## config.mk

```make
export PLATFORM = sky130hd
export DESIGN_NAME = magnetron_pwm_flat
export DESIGN_NICKNAME = d
export VERILOG_FILES = /design/src/rtl/magnetron_pwm_if.sv /design/src/rtl/magnetron_pwm.sv /design/src/flat_wrapper.sv
export SDC_FILE = /design/constraint.sdc
export NUM_CORES = 1
export LEC_CHECK = 0
export BUFFER_PORTS_ARGS = -buffer_cell sky130_fd_sc_hd__buf_2
export CAP_MARGIN = 0
export CORE_MARGIN = 3
export CORE_UTILIZATION = 50
export CTS_CLUSTER_DIAMETER = 150
export DETAILED_ROUTE_END_ITERATION = 7
export PLACE_DENSITY = 0.85
export SYNTH_ARGS = -nofsm -noshare
export SYNTH_HDL_FRONTEND = slang
export SYNTH_SLANG_ARGS = --single-unit
```

## constraint.sdc

```tcl
create_clock -name clk -period 2 [get_ports clk]
set_clock_uncertainty 0.15 [all_clocks]
set_input_delay 0.3 -clock clk [delete_from_list [all_inputs] [get_ports clk]]
set_output_delay 0.3 -clock clk [all_outputs]
set_load 0.01 [all_outputs]
```

## src/rtl/magnetron_pwm_if.sv

```systemverilog
// Front-panel, sensor and magnetron-drive signals of the cook controller.
// The controller uses the slave modport; the panel/bench side uses master.
interface magnetron_pwm_if #(
  parameter int POWER_W = 4
);
  logic               startn;
  logic               stopn;
  logic               clearn;
  logic               door_closed;
  logic               timer_done;
  logic [POWER_W-1:0] power_level;
  logic               mag_on;
  logic [1:0]         state;
  logic               busy;

  modport master (
    output startn, stopn, clearn, door_closed, timer_done, power_level,
    input  mag_on, state, busy
  );

  modport slave (
    input  startn, stopn, clearn, door_closed, timer_done, power_level,
    output mag_on, state, busy
  );
endinterface

```

## src/rtl/magnetron_pwm.sv

```systemverilog
// Cook state machine with duty-cycle power control of the magnetron enable.
// Optional MAGNETRON_LOCKOUT_EN: a door opening while cooking enters LOCK until cleared.
module magnetron_pwm #(
  parameter int POWER_W = 4
) (
  input  logic            clk,
  input  logic            resetn,
  magnetron_pwm_if.slave  bus
);
  localparam logic [1:0] S_IDLE  = 2'b00;
  localparam logic [1:0] S_COOK  = 2'b01;
  localparam logic [1:0] S_PAUSE = 2'b10;
  localparam logic [1:0] S_LOCK  = 2'b11;
`ifdef MAGNETRON_LOCKOUT_EN
  localparam logic [1:0] S_DOOR_OPEN = S_LOCK;
`else
  localparam logic [1:0] S_DOOR_OPEN = S_PAUSE;
`endif
  localparam logic [POWER_W-1:0] CNT_MAX = '1;
  localparam logic [POWER_W-1:0] CNT_ONE = {{(POWER_W-1){1'b0}}, 1'b1};

  logic [1:0]         state_q, state_d;
  logic [POWER_W-1:0] cnt_q, cnt_d;
  logic [POWER_W-1:0] duty_q, duty_d;
  logic               start_prev_q, stop_prev_q, clear_prev_q;
  logic               start_press, stop_press, clear_press;
  logic               pwm_on;

  // A press is the single cycle where the button is low but was high last sample.
  assign start_press = ~bus.startn & start_prev_q;
  assign stop_press  = ~bus.stopn  & stop_prev_q;
  assign clear_press = ~bus.clearn & clear_prev_q;

  always_ff @(posedge clk or negedge resetn) begin
    if (!resetn) begin
      state_q      <= S_IDLE;
      cnt_q        <= '0;
      duty_q       <= '0;
      start_prev_q <= 1'b1;
      stop_prev_q  <= 1'b1;
      clear_prev_q <= 1'b1;
    end else begin
      state_q      <= state_d;
      cnt_q        <= cnt_d;
      duty_q       <= duty_d;
      start_prev_q <= bus.startn;
      stop_prev_q  <= bus.stopn;
      clear_prev_q <= bus.clearn;
    end
  end

  always_comb begin
    state_d = state_q;
    case (state_q)
      S_IDLE: begin
        if (start_press && !stop_press && !clear_press &&
            bus.door_closed && !bus.timer_done)
          state_d = S_COOK;
      end
      S_COOK: begin
        if (clear_press || bus.timer_done) state_d = S_IDLE;
        else if (!bus.door_closed)         state_d = S_DOOR_OPEN;
        else if (stop_press)               state_d = S_PAUSE;
      end
      S_PAUSE: begin
        if (clear_press || bus.timer_done)                 state_d = S_IDLE;
        else if (bus.door_closed && !stop_press && start_press) state_d = S_COOK;
      end
      default: begin
        if (clear_press) state_d = S_IDLE;
      end
    endcase
  end

  // Period restarts on every COOK entry; duty only changes at period boundaries.
  always_comb begin
    cnt_d  = '0;
    duty_d = duty_q;
    if (state_d == S_COOK) begin
      if (state_q != S_COOK) begin
        duty_d = bus.power_level;
      end else begin
        cnt_d = cnt_q + CNT_ONE;
        if (cnt_q == CNT_MAX) duty_d = bus.power_level;
      end
    end
  end

  // Door term stays combinational so an opening door kills the enable without a clock.
  always_comb begin
    pwm_on     = (duty_q == CNT_MAX) || (cnt_q < duty_q);
    bus.state  = state_q;
    bus.busy   = (state_q != S_IDLE);
    bus.mag_on = (state_q == S_COOK) && bus.door_closed && pwm_on;
  end
endmodule

```

## src/flat_wrapper.sv

```systemverilog
// flat-port wrapper written by rule: the top's interface ports become plain ports
module magnetron_pwm_flat 
#(
  parameter int POWER_W = 4
)
  (clk, resetn, bus_startn, bus_stopn, bus_clearn, bus_door_closed, bus_timer_done, bus_power_level, bus_mag_on, bus_state, bus_busy);
  magnetron_pwm_if #(.POWER_W(POWER_W)) bus_i ();
  input  logic clk;
  input  logic resetn;
  input wire logic [$bits(bus_i.startn)-1:0] bus_startn;
  input wire logic [$bits(bus_i.stopn)-1:0] bus_stopn;
  input wire logic [$bits(bus_i.clearn)-1:0] bus_clearn;
  input wire logic [$bits(bus_i.door_closed)-1:0] bus_door_closed;
  input wire logic [$bits(bus_i.timer_done)-1:0] bus_timer_done;
  input wire logic [$bits(bus_i.power_level)-1:0] bus_power_level;
  output wire logic [$bits(bus_i.mag_on)-1:0] bus_mag_on;
  output wire logic [$bits(bus_i.state)-1:0] bus_state;
  output wire logic [$bits(bus_i.busy)-1:0] bus_busy;
  assign bus_i.startn = bus_startn;
  assign bus_i.stopn = bus_stopn;
  assign bus_i.clearn = bus_clearn;
  assign bus_i.door_closed = bus_door_closed;
  assign bus_i.timer_done = bus_timer_done;
  assign bus_i.power_level = bus_power_level;
  assign bus_mag_on = bus_i.mag_on;
  assign bus_state = bus_i.state;
  assign bus_busy = bus_i.busy;
  magnetron_pwm #(.POWER_W(POWER_W)) u_core (.clk(clk), .resetn(resetn), .bus(bus_i));
endmodule
```

==> results of run 1 <==
==> cell usage in the layout (no fill, tap or decap), types with 2 or more instances in the layout <==
cell,count
nand3_1,3
clkbuf_4,3
ha_1,4
nor2_1,7
nand2_1,2
a21oi_1,3
dlygate4sd3_1,4
dfrtp_1,10
inv_1,4
dfstp_2,3
mux2_1,4
buf_2,14
==> cells by family after synthesis <==
group,Yosys count,share of synthesized area (%)
compound gates,10,9.850
xor+xnor,2,2.652
fa+ha+maj,4,7.576
buf+inv,4,2.272
flops,13,49.81
mux,4,6.818
simple gates,23,21.03
==> cell usage after synthesis <==
master    number
o21ai_2        1
a31o_2         1
o21ai_0        1
a21oi_1        4
and3_1         1
nand4b_1       1
nor3_2         1
xor2_1         1
mux2_1         4
inv_1          4
a21o_1         1
nor2b_1        1
o21a_1         1
a22oi_1        1
nand3_1        3
xnor2_1        1
nand4_1        1
nand2b_4       1
and2b_1        1
dfstp_2        3
nand3b_1       1
and4_4         1
nor2_1         7
ha_1           4
dfrtp_1       10
nand2b_1       1
or2_2          1
nand2_1        2
==> final cells by class <==
type                    instances  share of cell area (%)
repair buffers                 19                   14.24
inverters                       4                   1.818
clock buffers                   4                   3.182
well taps                      14                   2.121
flip-flops and latches         13                   39.85
multi-input cells              43                   38.79
==> sequential cells by signal, summed over array words and instances, names as in the netlist <==
register             flops
u_core.bus.state         2
u_core.start_prev_q      1
u_core.duty_q            4
u_core.cnt_q             4
u_core.stop_prev_q       1
u_core.clear_prev_q      1
==> report_power, final <==
group	internal (uW)	switching, uW	total [uW]
Clock	77.3	80.4	158
Sequential	290	18.4	308
Combinational	55.3	45.7	101
==> stage by stage <==
stage          setup slack [ns]  total power (uW)  instances
2_1_floorplan            0.4274             363.1         60
3_3_place_gp             0.3206             392.0         88
3_5_place_dp             0.3132             398.1         88
4_1_cts                0.009290             564.1         96
5_1_grt                -0.03563             605.5         97
6_report                0.03985             566.9         97
==> per-layer routing <==
layer / GRT usage [%] / vias up / share of wire (%)
met2: 25.53 / 16 / 47
met1: 18.21 / 250 / 46
met3: 4.292 / 4 / 5.9
met5: 0 / - / 0
met4: 9.317 / 0 / 1.6
li1: - / 257 / -
==> path summary, 6_finish.rpt <==
| check | end | slack, ns |
|---|---|---|
| setup reg to reg | u_core.duty_q[0] | 0.32 |
| hold reg to reg | u_core.cnt_q[0] | 0.35 |
| max in group asynchronous | u_core.stop_prev_q | 1.13 |
| setup / recovery | bus_mag_on | 0.04 |
| hold / removal | u_core.duty_q[3] | 0.09 |
| min in group asynchronous | u_core.duty_q[1] | 0.30 |
==> worst max-delay path, cell delays in order, from the launching register on <==
cell and delay [ns]:
dfrtp_1 0.41, ha_1 0.30, a21o_1 0.17, a21oi_2 0.11, o21a_1 0.13, buf_2 0.12
==> what timing repair did <==
action | CTS | global route
endpoints found under the setup margin | 0 | 1
hold buffers | 4 | 0
endpoints found under the hold margin | 13 | 0
buffers inserted | 0 | 1
resized for setup | 0 | 1
==> summary.md, run 1 <==
| Metric | Value |
|---|---|
| Largest net degree at the start of global routing | `14` |
| Min Clock Period, post-route | `1.960 ns` |
| Status | `finished clean` |
| Initial DRT Pass Iterations | `5` |
| Multi-input gate area | `320.3 sq um` |
| Cells after Synth | `60` |
| Post-DR wirelength/cell | `12.58 microns` |
| Die Y | `42.35 microns` |
| Ratio of cells with drive above 1 in the final layout | `33.73%` |
| GPL Wtd Cong | `0.7139` |
| Post-detail-place hpwl | `952 microns` |
| Maximum Capacitance Violations | `0` |
| Clk_lat worst skew | `0.27 ns` |
| Inserted Clock Buffers | `3` |
| Critical Path Fanout Max | `3` |
| Final Instance Area | `825.8 sq um` |
| Pleak | `0.0004217 uW` |
| # rows | `12` |
| Placed instance area | `748.2 sq um` |
| Initial antenna violation count | `0` |
| Setup TNS Final | `0 ns` |
| Post-Synthesis Cell Area | `660.6 sq um` |
| Crit end category | `output port` |
| Reg2Reg Launch Point | `u_core.stop_prev_q` |
| Core area | `1171 sq um` |
| Slew of the pin with the lowest slew margin | `0.2828 ns` |
| Crit path launch | `u_core.cnt_q[1]` |
| Die outline width | `42.35 microns` |
| DR vias | `527` |
| Initial DRC Count | `11` |
| CP arrival | `1.51 ns` |
| Setup violations, final | `0` |
| R2R depth | `4` |
| Initial Utilization | `56.41%` |
| GR Util All Layers | `15.70%` |
| Total Wirelength | `1.220 mm` |
| Setup crit start kind | `register` |
| Seq/Total Area, Yosys | `49.81%` |
| Maximum clock insertion buffer count | `2` |
| N_diodes | `0` |
| Kind of critical path | `register to output port` |
| Fmax | `510.2 MHz` |
| # fillers | `90` |
| Yosys top cell area share | `37.88%` |
| Hold Path Stages | `2` |
| Fin. max-slew vios | `0` |
| Worst rel slew slack | `81.14%` |
| Full die area | `1794 sq um` |
| FF+latch count, synth | `13` |
| Avg Cell Area, Syn | `11.01 sq um` |
| Pwr Density | `686.5 nW/um^2` |
| First-pass GRT wire length | `2.104 mm` |
| Warnings from Yosys | `0` |
| Max H-tree Level | `1` |
| Maximum VDD drop | `527.7 uV` |
| Antenna Nets Post-Route | `0` |
| Clock Pin Slew Worst Setup and Hold Paths | `0.07 ns` |
| Area growth, synth to finish | `25.00%` |
| Distinct cells, synth | `28` |
| TritonCTS clock tree | `done` |
| Cell accounting for the most synthesized area | `dfrtp_1` |
| Mapped Nets | `75` |
| Setup repair after global routing missed its margin | `true` |
| I/O pins | `15` |
| Tcrit/Tclk final | `98.01%` |
| Port Buffers | `14` |
| Nets | `99` |
| Critical Path RT | `1.55 ns` |
| Class of the worst hold path | `input port to register` |
| Hold wc startpoint | `bus_power_level[3]` |
| Sinks on Clock Net | `13` |
| Final Util | `70.51%` |
| Root buf cell | `clkbuf_4` |
| Remaining routing DRC violations | `0` |
| Synth top area cells | `dfrtp_1, dfstp_2, ha_1` |
| Register Area | `329.1 sq um` |
| Min Hold Slack | `0.08501 ns` |
| Gr ovfl total | `0` |
| Vias in the first global route | `531` |
| Vias per cell | `5.433` |
| Final hold violations | `0` |
Note: power is estimated with default switching activity, not from simulation.
==> run 2, diff against run 1 <==
- CORE_AREA: not set -> 3 3 40 42
- CORE_MARGIN: 3 -> not set
- CORE_UTILIZATION: 50 -> not set
- CTS_BUF_LIST: not set -> sky130_fd_sc_hd__clkbuf_8
- DIE_AREA: not set -> 0 0 43 45
- PLACE_DENSITY: 0.85 -> 0.84
==> summary.md, run 2 (synthesis gave the netlist of run 1 again) <==
| Metric | Value |
|---|---|
| Initial DRC Count | `7` |
| Setup repair after global routing missed its margin | `false` |
| Total Wirelength | `1.225 mm` |
| Post-CTS resize count | `0` |
| Crit end category | `output port` |
| Min Clock Period, post-route | `1.898 ns` |
| Setup TNS Final | `0 ns` |
| Crit path launch | `u_core.cnt_q[1]` |
| GPL Wtd Cong | `0.7715` |
| Remaining routing DRC violations | `0` |
| Pwr Density | `764.6 nW/um^2` |
| Initial DRT Pass Iterations | `4` |
| Critical Path RT | `1.55 ns` |
| Min Hold Slack | `0.02108 ns` |
| Reg2reg end | `u_core.duty_q[2]` |
| First-pass GRT wire length | `2.332 mm` |
| Gr ovfl total | `0` |
| Max H-tree Level | `1` |
| Power, Total | `620.9 uW` |
| # fillers | `102` |
| Post-detail-place hpwl | `1.013 mm` |
| Area growth, synth to finish | `22.92%` |
| DR vias | `519` |
| Port Buffers | `14` |
| Tcrit/Tclk final | `94.88%` |
| Setup violations, final | `0` |
| Final Util | `63.19%` |
| Die outline width | `43 microns` |
| Commonest cells after routing, fill and taps aside | `buf_2, dfrtp_1, nor2_1` |
| Most common cell after layout, fill and taps aside | `buf_2` |
| Pleak | `0.0004203 uW` |
| Clock Pin Slew Worst Setup and Hold Paths | `0.05 ns` |
| Flop2flop setup slack | `0.36 ns` |
| Nets | `96` |
| Fmax | `527.0 MHz` |
| TritonCTS clock tree | `done` |
| I/O pins | `15` |
| Vias per cell | `5.463` |
| R2R depth | `4` |
| Inserted Clock Buffers | `3` |
| Initial antenna violation count | `0` |
| Sinks on Clock Net | `13` |
| Final Instance Area | `812.0 sq um` |
| Root buf cell | `clkbuf_8` |
| Class of the worst hold path | `input port to register` |
| Maximum clock insertion buffer count | `2` |
| Ratio of cells with drive above 1 in the final layout | `33.75%` |
| Largest net degree at the start of global routing | `14` |
| Setup crit start kind | `register` |
| Initial Utilization | `51.41%` |
| Placed instance area | `749.5 sq um` |
| N_diodes | `0` |
| Final hold violations | `0` |
| # rows | `13` |
| Kind of critical path | `register to output port` |
| CP arrival | `1.45 ns` |
| GR Util All Layers | `16.16%` |
| Vias in the first global route | `574` |
| Maximum VDD drop | `423.5 uV` |
| Fin. max-slew vios | `0` |
| Core area | `1285 sq um` |
| Clk_lat worst skew | `0.23 ns` |
| Reg2Reg Launch Point | `u_core.stop_prev_q` |
| Worst rel slew slack | `81.18%` |
| Status | `finished clean` |
| Maximum Capacitance Violations | `0` |
| Crit path to | `bus_mag_on` |
| Critical Path Fanout Max | `3` |
| Slew of the pin with the lowest slew margin | `0.2823 ns` |
| Post-DR wirelength/cell | `12.89 microns` |
| Antenna Nets Post-Route | `0` |
| Die Y | `45 microns` |
| Full die area | `1935 sq um` |
[run 2: cell count changes in the layout (fill, tap and decap cells not counted)]
cell           before  now
a21oi_1             3    4
a21oi_2             1    0
clkbuf_1            1    0
clkbuf_4            3    0
clkbuf_8            0    3
dlygate4sd3_1       4    1
inv_1               4    5
[run 2: per-layer routing]
metal,vias to the layer above,GRT usage [%],share of wire [%]
met5,-,0,0
met4,0,7.229,1.6
met3,3,3.586,5.8
met2,21,28.74,52
met1,246,18.72,40
li1,249,-,-
[run 2: final cells by class]
cell class              count  area (sq um)  area share, %
multi-input cells          43         316.6          38.98
well taps                  15         18.77          2.311
clock inverters             1         3.754         0.4622
inverters                   4         15.01          1.849
repair buffers             16         87.58          10.79
flip-flops and latches     13         329.1          40.52
clock buffers               3         41.29          5.085
[run 2: per-stage QoR]
stage | worst slack (ns) | instances
final | 0.1024 | 95
after global routing | 0.006633 | 95
after CTS | 0.06194 | 94
after detailed placement | 0.3255 | 89
after global placement | 0.3557 | 89
after floorplan | 0.4274 | 60
[run 2: worst min-delay path by stage]
| stage | start | end | slack (ns) | cells past startpoint |
|---|---|---|---|---|
| after global placement | resetn | u_core.bus.state[1] | 0.04 | 1 |
| after detailed placement | resetn | u_core.bus.state[1] | 0.05 | 1 |
| after global routing | bus_clearn | u_core.clear_prev_q | 0.02 | 1 |
| final | bus_clearn | u_core.clear_prev_q | 0.02 | 1 |
| after CTS | bus_clearn | u_core.clear_prev_q | 0.02 | 1 |
| after floorplan | resetn | u_core.bus.state[0] | -0.15 | 0 |
[run 2: report_power, final]
group,switching (uW),leakage [uW],internal [uW]
logic,44.0,0.000229,49.8
clock network,81.7,0.0000269,135
registers,20.1,0.000164,291
total,146,0.000420,475
[run 2: repair_timing]
action,in CTS,in global routing
setup endpoints to repair,0,1
setup buffers,0,1
endpoints found under the hold margin,10,0
hold buffers,1,0
[run 2: critical path, stage by stage, from the launching register on]
cell and delay (ns):
dfrtp_1 0.40, ha_1 0.28, a21o_1 0.16, a21oi_1 0.13, o21a_1 0.12, buf_2 0.12
==> run 3, diff against run 2 <==
- GPL_TIMING_DRIVEN: not set -> 0
- RECOVER_POWER: not set -> 25
- SLEW_MARGIN: not set -> 20
==> summary.md, run 3 (synthesis gave the netlist of run 1 again) <==
| Metric | Value |
|---|---|
| Fin. max-slew vios | `0` |
| Tcrit/Tclk final | `96.09%` |
| Setup TNS Final | `0 ns` |
| Post-detail-place hpwl | `1.045 mm` |
| Slew of the pin with the lowest slew margin | `0.6828 ns` |
| Core area | `1285 sq um` |
| Vias per cell | `5.406` |
| Vias in the first global route | `565` |
| Clock Pin Slew Worst Setup and Hold Paths | `0.06 ns` |
| Die outline width | `43 microns` |
| Clock power frac | `35.9%` |
| Nets | `97` |
| Crit end category | `output port` |
| Die Y | `45 microns` |
| Switch share | `25.20%` |
| Maximum VDD drop | `594.1 uV` |
| Post-DR wirelength/cell | `13.96 microns` |
| R2R depth | `6` |
| Initial Utilization | `51.41%` |
| # rows | `13` |
| Hold wc startpoint | `bus_clearn` |
| Maximum Capacitance Violations | `0` |
| Reg2Reg Launch Point | `u_core.cnt_q[1]` |
| Non-filler instance count after layout | `96` |
| Initial antenna violation count | `0` |
| Initial DRC Count | `6` |
| Total Wirelength | `1.340 mm` |
| Fmax | `520.4 MHz` |
| Commonest cells after routing, fill and taps aside | `buf_2, dfrtp_1, nor2_1` |
| DR vias | `519` |
| Gr ovfl total | `0` |
| N_diodes | `0` |
| First-pass GRT wire length | `2.221 mm` |
| Area growth, synth to finish | `23.86%` |
| Antenna Nets Post-Route | `0` |
| Status | `finished, violations left` |
| Root buf cell | `clkbuf_8` |
| Initial DRT Pass Iterations | `3` |
| GR Util All Layers | `15.97%` |
| Pleak | `0.0004154 uW` |
| Hold Path Stages | `1` |
| Remaining routing DRC violations | `0` |
| Setup crit start kind | `register` |
| Internal Pwr Total | `477.2 uW` |
| Placed insts | `89` |
| Setup repair after global routing missed its margin | `false` |
| Critical Path Fanout Max | `2` |
| I/O pins | `15` |
| Final hold violations | `1` |
| Flop2flop setup slack | `0.25 ns` |
| Full die area | `1935 sq um` |
| Inserted Clock Buffers | `3` |
| Pwr Density | `779.6 nW/um^2` |
| CP arrival | `1.47 ns` |
| Sinks on Clock Net | `13` |
| # fillers | `103` |
| GPL Wtd Cong | `0.7447` |
| Clk_lat worst skew | `0.24 ns` |
| Ratio of cells with drive above 1 in the final layout | `30.86%` |
| Min Hold Slack | `-0.0005591 ns` |
| Max H-tree Level | `1` |
| Maximum clock insertion buffer count | `2` |
| TritonCTS clock tree | `done` |
| Worst rel slew slack | `54.48%` |
| Critical Path RT | `1.55 ns` |
| Reg2reg end | `u_core.duty_q[2]` |
| Failing checks | `negative hold slack` |
| P_sw | `160.7 uW` |
| Setup violations, final | `0` |
| Class of the worst hold path | `input port to register` |
| Logic pwr share | `15.7%` |
| Port Buffers | `14` |
| Worst Hold End | `u_core.clear_prev_q` |
| Kind of critical path | `register to output port` |
| Largest net degree at the start of global routing | `14` |
| Seq pwr share | `48.4%` |
| Min Clock Period, post-route | `1.922 ns` |
==> run 3: routing by layer <==
metal	GRT usage, %	vias up	wire length [microns]
li1	-	251	-
met1	15.09	249	523
met2	31.14	15	726
met3	5.179	4	71
met4	7.229	0	19
met5	0	-	0
==> run 3: final cells by class <==
class,instances,area (sq um),area share (%)
clock inverters,1,3.754,0.4587
inverters,4,15.01,1.835
repair buffers,17,90.09,11.01
flip-flops and latches,13,329.1,40.21
clock buffers,3,41.29,5.046
multi-input cells,43,320.3,39.14
well taps,15,18.77,2.294
==> run 3: worst max-delay path by stage <==
stage                        from  slack (ns)          endpoint
2_1_floorplan  u_core.stop_prev_q        0.43  u_core.duty_q[0]
3_3_place_gp     u_core.duty_q[1]        0.33        bus_mag_on
3_5_place_dp     u_core.duty_q[1]        0.28        bus_mag_on
4_1_cts          u_core.duty_q[1]        0.02        bus_mag_on
5_1_grt          u_core.duty_q[1]       0.002        bus_mag_on
6_report         u_core.duty_q[1]        0.08        bus_mag_on
==> run 3: timing repair <==
action	CTS	global route
buffers inserted	0	2
endpoints found under the setup margin	0	1
resized for setup	0	1
hold buffers	1	0
hold endpoints to repair	10	0
==> run 3: critical path, stage by stage (launching register included) <==
cell     delay, ns
dfrtp_1       0.35
inv_1         0.05
ha_1          0.29
a21o_1        0.17
a21oi_2       0.13
o21a_1        0.12
buf_2         0.12
==> run 3: through the flow <==
| stage | setup WS (ns) | util, % | total power [uW] | cell area, sq um |
|---|---|---|---|---|
| 3_5_place_dp | 0.2821 | 58.33 | 400.7 | 749.5 |
| 3_3_place_gp | 0.3270 | 58.33 | 391.7 | 749.5 |
| 2_1_floorplan | 0.4274 | - | 363.1 | 660.6 |
| 6_report | 0.07828 | 63.68 | 638.0 | 818.3 |
| 5_1_grt | 0.002055 | 63.68 | 667.6 | 818.3 |
| 4_1_cts | 0.01611 | 62.61 | 630.5 | 804.5 |
==> run 3: power groups by stage <==
stage / logic [uW] / clock network (uW) / registers (uW)
floorplan: 54.5 / 0 / 309
global placement: 78.5 / 0 / 313
detailed placement: 86.2 / 0 / 314
CTS: 89.8 / 231 / 310
global route: 113 / 244 / 311
finish: 99.9 / 229 / 309
